[config.mk]
export PLATFORM = sky130hd
export DESIGN_NAME = tt_heartbeat_multi
export DESIGN_NICKNAME = d
export VERILOG_FILES = /design/src/rtl/tt_hb_pkg.sv /design/src/rtl/tt_hb_prescaler.sv /design/src/rtl/tt_heartbeat_multi.sv
export SDC_FILE = /design/constraint.sdc
export NUM_CORES = 1
export LEC_CHECK = 0
export ABC_AREA = 1
export CORE_ASPECT_RATIO = 1.75
export CORE_MARGIN = 4
export CORE_UTILIZATION = 45
export CTS_BUF_LIST = sky130_fd_sc_hd__clkbuf_16
export DETAILED_ROUTE_END_ITERATION = 16
export PLACE_DENSITY = 0.66
export SYNTH_ARGS = -nofsm -noshare
export SYNTH_HDL_FRONTEND = slang
export SYNTH_SLANG_ARGS = --single-unit
[constraint.sdc]
create_clock -name clk -period 1.5 [get_ports clk]
set_input_delay 0.375 -clock clk [delete_from_list [all_inputs] [get_ports clk]]
set_output_delay 0.375 -clock clk [all_outputs]
set_load 0.01 [all_outputs]
[src/rtl/tt_hb_pkg.sv]
// tt_hb_pkg: shared types and helpers for the multi-channel heartbeat.
// Holds the pattern-mode encoding and the breathe-mode triangle step.
package tt_hb_pkg;

  typedef enum logic [1:0] {
    HB_DIV     = 2'd0,
    HB_CHASE   = 2'd1,
    HB_BREATHE = 2'd2,
    HB_OFF     = 2'd3
  } hb_mode_e;

  // Triangle level is carried at a fixed width so the helper stays
  // parameter-free; callers zero-extend and slice back to PWM_BITS.
  localparam int TRI_W = 17;

  localparam logic DIR_UP   = 1'b0;
  localparam logic DIR_DOWN = 1'b1;

  typedef struct packed {
    logic             dir;
    logic [TRI_W-1:0] lvl;
  } hb_tri_t;

  // One triangle step: bounce at lvl_max and at zero without dwelling on the peaks.
  function automatic hb_tri_t tri_next(input logic [TRI_W-1:0] lvl,
                                       input logic             dir,
                                       input logic [TRI_W-1:0] lvl_max);
    hb_tri_t r;
    r.dir = dir;
    r.lvl = lvl;
    if (dir == DIR_UP) begin
      if (lvl == lvl_max) begin
        r.dir = DIR_DOWN;
        r.lvl = lvl_max - TRI_W'(1);
      end else begin
        r.lvl = lvl + TRI_W'(1);
      end
    end else begin
      if (lvl == '0) begin
        r.dir = DIR_UP;
        r.lvl = TRI_W'(1);
      end else begin
        r.lvl = lvl - TRI_W'(1);
      end
    end
    return r;
  endfunction

endpackage

[src/rtl/tt_hb_prescaler.sv]
// tt_hb_prescaler: free-running divide-by-2^DIV_LOG2 counter gated by en.
// tick is combinational and lands on the same edge the counter wraps.
module tt_hb_prescaler #(
  parameter int DIV_LOG2 = 20
) (
  input  logic                clk,
  input  logic                rst_n,
  input  logic                en,
  output logic [DIV_LOG2-1:0] pre,
  output logic                tick
);

  logic [DIV_LOG2-1:0] pre_reg;

  // Count enabled cycles; freeze when en is low.
  always_ff @(posedge clk) begin
    if (!rst_n) begin
      pre_reg <= '0;
    end else if (en) begin
      pre_reg <= pre_reg + DIV_LOG2'(1);
    end
  end

  assign pre  = pre_reg;
  assign tick = en & (&pre_reg);

endmodule

[src/rtl/tt_heartbeat_multi.sv]
// tt_heartbeat_multi: multi-channel heartbeat with shared prescaler and
// selectable pattern (divide, chase, breathe, off) plus per-pad output enable.
// Optional macro TT_HB_INPUT_SYNC_EN: double-flop en/mode before use
// (input-to-output latency 3 cycles instead of 1).
module tt_heartbeat_multi
  import tt_hb_pkg::*;
#(
  parameter int CHANNELS = 4,
  parameter int DIV_LOG2 = 20,
  parameter int PWM_BITS = 4
) (
  input  logic                clk,
  input  logic                rst_n,
  input  logic                en,
  input  logic [1:0]          mode,
  output logic [CHANNELS-1:0] out,
  output logic [CHANNELS-1:0] out_oe
);

  localparam logic [TRI_W-1:0] LVL_MAX = TRI_W'((1 << PWM_BITS) - 1);

  logic                en_use;
  hb_mode_e            mode_use;
  logic [DIV_LOG2-1:0] pre;
  logic                tick;

  logic [CHANNELS-1:0] beat_reg;
  logic [CHANNELS-1:0] chase_reg;
  logic [CHANNELS-1:0] chase_next;
  logic [PWM_BITS-1:0] lvl_reg;
  logic                dir_reg;
  hb_tri_t             tri_nxt;

  logic [CHANNELS-1:0] out_reg;
  logic [CHANNELS-1:0] out_next;
  logic [CHANNELS-1:0] out_oe_reg;
  logic                pwm_on;
  logic                unused_bits;

`ifdef TT_HB_INPUT_SYNC_EN
  logic       en_s1_reg;
  logic       en_s2_reg;
  logic [1:0] mode_s1_reg;
  logic [1:0] mode_s2_reg;

  // Two-flop synchroniser for the control inputs.
  always_ff @(posedge clk) begin
    if (!rst_n) begin
      en_s1_reg   <= 1'b0;
      en_s2_reg   <= 1'b0;
      mode_s1_reg <= 2'd0;
      mode_s2_reg <= 2'd0;
    end else begin
      en_s1_reg   <= en;
      en_s2_reg   <= en_s1_reg;
      mode_s1_reg <= mode;
      mode_s2_reg <= mode_s1_reg;
    end
  end

  assign en_use   = en_s2_reg;
  assign mode_use = hb_mode_e'(mode_s2_reg);
`else
  assign en_use   = en;
  assign mode_use = hb_mode_e'(mode);
`endif

  tt_hb_prescaler #(
    .DIV_LOG2 (DIV_LOG2)
  ) u_prescaler (
    .clk   (clk),
    .rst_n (rst_n),
    .en    (en_use),
    .pre   (pre),
    .tick  (tick)
  );

  // Rotate-left by one; the modulo index also covers the single-channel case.
  for (genvar gi = 0; gi < CHANNELS; gi++) begin : g_chase
    assign chase_next[gi] = chase_reg[(gi + CHANNELS - 1) % CHANNELS];
  end

  assign tri_nxt = tri_next({{(TRI_W-PWM_BITS){1'b0}}, lvl_reg}, dir_reg, LVL_MAX);

  // Pattern state advances on every tick whatever mode is selected.
  always_ff @(posedge clk) begin
    if (!rst_n) begin
      beat_reg  <= '0;
      chase_reg <= CHANNELS'(1);
      lvl_reg   <= '0;
      dir_reg   <= DIR_UP;
    end else if (tick) begin
      beat_reg  <= beat_reg + CHANNELS'(1);
      chase_reg <= chase_next;
      lvl_reg   <= tri_nxt.lvl[PWM_BITS-1:0];
      dir_reg   <= tri_nxt.dir;
    end
  end

  assign pwm_on = (pre[PWM_BITS-1:0] < lvl_reg);

  // Output pattern mux; everything is forced low while disabled.
  always_comb begin
    out_next = '0;
    if (en_use) begin
      case (mode_use)
        HB_DIV:     out_next = beat_reg;
        HB_CHASE:   out_next = chase_reg;
        HB_BREATHE: out_next = {CHANNELS{pwm_on}};
        default:    out_next = '0;
      endcase
    end
  end

  // Register pad data and output-enable so mode switches cannot glitch the pads.
  always_ff @(posedge clk) begin
    if (!rst_n) begin
      out_reg    <= '0;
      out_oe_reg <= '0;
    end else begin
      out_reg    <= out_next;
      out_oe_reg <= (en_use && (mode_use != HB_OFF)) ? '1 : '0;
    end
  end

  assign out    = out_reg;
  assign out_oe = out_oe_reg;

  // Upper prescaler bits and the widened triangle level are intentionally not consumed.
  assign unused_bits = ^{pre[DIV_LOG2-1:PWM_BITS], tri_nxt.lvl[TRI_W-1:PWM_BITS]};

endmodule
==> reports/results.tsv <==
metric	value	unit
run status	completed	
Area Overhead vs Synth	25.20	%
CP Data Required Time	1.67	ns
areal power density over the cells	924.4	nW/um2
CTS tree	yes	
combinational fraction of design power	0.051	
TritonCTS Buffers	5	
setup slack at placement	-0.2920	ns
Max VDD drop	622.1	uV
die span in x	58.66	um
internal power	1.854	mW
cell chain of the critical path	nand2_1 -> nor2_4 -> nand3_2 -> nor2_4 -> buf_6 -> nand2_1 -> nor2_1 -> nor2_1	
per-instance average area after synthesis	6.781	um2
final instance area	2530	um2
number of cells traversed by the worst register-to-register path	8	
Max Freq	722.1	MHz
die boundary height	96.65	um
max cap viols	0	
number of cells on the critical path	8	
setup slack after layout	0.1151	ns
Die Footprint	5669	um2
net count after synthesis	311	
largest stage delay on the critical path	0.38	ns
H-tree depth	2	
part of the Yosys area used for sequential elements	0.3765	
sequential fraction of design power	0.439	
maximum net fanout on the critical path	6	
Port Buffers	12	
final max-slew violation count	0	
first-pass GRT wire length	8.121	mm
Placer Congestion	0.8731	
worst setup path start	u_prescaler.pre[9]$_SDFFE_PN0P_	
vias in the first global route	1882	
worst min path class	flop to flop	
critical path's top delay family	simple AND/OR/NAND/NOR gates	
clock latency reported for the late side of the worst-skew pair	0.28	ns
Worst R2R End	lvl_reg[3]$_SDFFE_PN0P_	
first drt pass iteration count	4	
final HPWL from detailed placement	3.586	mm
pin count of the biggest net entering global routing	13	
post-DR wirelength/cell	12.61	um
setup violation total in the final timing report	0	
worst setup path end	lvl_reg[3]$_SDFFE_PN0P_	
root buffer cell	sky130_fd_sc_hd__clkbuf_16	
worst reg2reg startpoint	u_prescaler.pre[9]$_SDFFE_PN0P_	
num rows	32	
total placed instance area	2282	um2
Slowest cell on crit path	sky130_fd_sc_hd__dfxtp_1	
Std-Cell Core Area	4364	um2
netlist area before placement	2021	um2
post-layout minimum cycle time	1.385	ns
clock sink count	38	
detailed-route via count	1937	
CTS max path bufs	2	
part of the cycle the worst path needs	0.9233	
share of final-layout standard cells stronger than drive strength 1	0.1555	
number of flip-flops under the largest register name	20	
clock network fraction of total power	0.510	
path type of the worst setup path	flop to flop	
Setup crit start kind	flop	
switching part of the total power	0.2073	
CP arrival	1.56	ns
type of destination of the critical path	flop	
hold buffer count at CTS	0	
count of endpoints failing hold in the final timing report	0	
CTS clk-pin slew, worst paths	0.06	ns
Mapped Cells	298	
number of antenna violations at the first check in global routing	0	
minimum setup slack among reg-to-reg paths	0.12	ns
Clock Skews	0.008021	ns
worst path bufs/invs	1	
leakage power total	1.107	nW
most common cell after layout, fill and taps aside	sky130_fd_sc_hd__nand2_1	
Post-Route WL	4.780	mm
Congestion Overflow GR	0	
worst-margin pin slew	0.3160	ns
number of ports placed on the die boundary	13	
DRC Markers	0	
Detail Route Antenna Nets	0	
distinct cell type count after synthesis	29	
number of nets in the layout	340	
worst relative slew slack	0.7877	
number of warnings reported in the yosys synthesis log	0	
GR Util All Layers	0.1826	
highest-count cells in the layout ignoring fill and taps	sky130_fd_sc_hd__nand2_1, sky130_fd_sc_hd__nor2_1, sky130_fd_sc_hd__inv_1	
detail-routed via count per cell	5.111	
Total Power Consumption	2.339	mW
net load switching power	484.9	uW
total negative slack for setup checks	0	ns
FILL cells	419	
number of antenna repair diodes	0	
Starting Density	0.4630	
DR iter-0 viols	35	
number of flip-flops and latches in the synthesized netlist	38	
-- cell usage after synthesis --
library cell                n  share of area
sky130_fd_sc_hd__nor2_2     3         0.0093
sky130_fd_sc_hd__o21ai_0   14          0.035
sky130_fd_sc_hd__o21ai_1    6          0.015
sky130_fd_sc_hd__a211oi_1   1         0.0037
sky130_fd_sc_hd__nor2_1    56           0.10
sky130_fd_sc_hd__and3_1     1         0.0031
sky130_fd_sc_hd__buf_6      1         0.0056
sky130_fd_sc_hd__nor3_1     3         0.0074
sky130_fd_sc_hd__clkbuf_1   2         0.0037
sky130_fd_sc_hd__xor2_1     5          0.022
sky130_fd_sc_hd__nand4_1    7          0.022
sky130_fd_sc_hd__nand2_1   59           0.11
sky130_fd_sc_hd__nand2_2    2         0.0062
sky130_fd_sc_hd__o21ai_2    1         0.0043
sky130_fd_sc_hd__nand3_1   20          0.050
sky130_fd_sc_hd__ha_1       8          0.050
sky130_fd_sc_hd__nor3b_1    1         0.0037
sky130_fd_sc_hd__nor2_4     3          0.017
sky130_fd_sc_hd__inv_1     38          0.071
sky130_fd_sc_hd__dfxtp_1   38           0.38
sky130_fd_sc_hd__buf_1      1         0.0019
sky130_fd_sc_hd__inv_2      1         0.0019
sky130_fd_sc_hd__buf_2      1         0.0025
sky130_fd_sc_hd__o21a_1     1         0.0037
sky130_fd_sc_hd__a21oi_1   18          0.045
sky130_fd_sc_hd__nand3_2    2         0.0099
sky130_fd_sc_hd__o211ai_1   1         0.0037
sky130_fd_sc_hd__buf_4      3          0.011
sky130_fd_sc_hd__xnor2_1    1         0.0043
-- cell families after synthesis --
| family | Yosys count | share of synthesized area |
|---|---|---|
| adder cells (fa/ha/maj) | 8 | 0.04954 |
| buffers and inverters | 47 | 0.09721 |
| flip-flops | 38 | 0.3765 |
| AO/OA/AOI/OAI | 42 | 0.1096 |
| XOR/XNOR | 6 | 0.02601 |
| AND/OR/NAND/NOR | 157 | 0.3412 |
-- worst min-delay path by stage --
stage	cells after the start	to	from
6_report	2	u_prescaler.pre[7]$_SDFFE_PN0P_	u_prescaler.pre[7]$_SDFFE_PN0P_
5_1_grt	2	u_prescaler.pre[7]$_SDFFE_PN0P_	u_prescaler.pre[7]$_SDFFE_PN0P_
4_1_cts	2	u_prescaler.pre[7]$_SDFFE_PN0P_	u_prescaler.pre[7]$_SDFFE_PN0P_
3_5_place_dp	2	u_prescaler.pre[7]$_SDFFE_PN0P_	u_prescaler.pre[7]$_SDFFE_PN0P_
3_3_place_gp	2	u_prescaler.pre[7]$_SDFFE_PN0P_	u_prescaler.pre[7]$_SDFFE_PN0P_
2_1_floorplan	2	u_prescaler.pre[7]$_SDFFE_PN0P_	u_prescaler.pre[7]$_SDFFE_PN0P_
-- worst min-delay path, cell delays in order (launching register included) --
cell,delay (ns)
sky130_fd_sc_hd__dfxtp_1,0.31
sky130_fd_sc_hd__inv_1,0.05
sky130_fd_sc_hd__a21oi_1,0.05
-- layout make-up --
type / count / area (um2) / area share
Clock buffer: 5 / 125.1 / 0.04946
Clock inverter: 3 / 40.04 / 0.01583
Inverter: 39 / 146.4 / 0.05786
Multi-Input combinational cell: 213 / 1116 / 0.4411
Sequential cell: 38 / 764.5 / 0.3022
Tap cell: 51 / 63.81 / 0.02522
Timing Repair Buffer: 30 / 274.0 / 0.1083
-- what timing repair did --
action                     4_1_cts  5_1_grt
pin swaps                        0        6
cloned                           0        0
resized for setup                4       26
setup buffers                    0        1
setup endpoints to repair        4       23
-- power groups by stage --
stage,Clock (mW),Combinational (mW),Sequential [mW]
after global routing,1.25,0.134,1.03
final,1.19,0.119,1.03
after CTS,1.22,0.114,1.02
after floorplan,0,0.0561,1.05
after global placement,0,0.116,1.04
after detailed placement,0,0.117,1.05
-- per-stage QoR --
step | util | cells | hold WS, ns
after global placement | 0.5229 | 370 | 0.4325
final | 0.5797 | 379 | 0.4559
after CTS | 0.5596 | 378 | 0.4485
after floorplan | - | 298 | 0.4237
after global routing | 0.5797 | 379 | 0.4718
after detailed placement | 0.5229 | 370 | 0.4402
-- layer usage --
layer	GRT usage	vias up	share of wire
li1	-	1005	-
met1	0.1912	886	0.39
met2	0.3368	33	0.56
met3	0.02670	13	0.021
met4	0.08726	0	0.030
met5	0	-	0
Note: power is estimated with default switching activity, not from simulation.
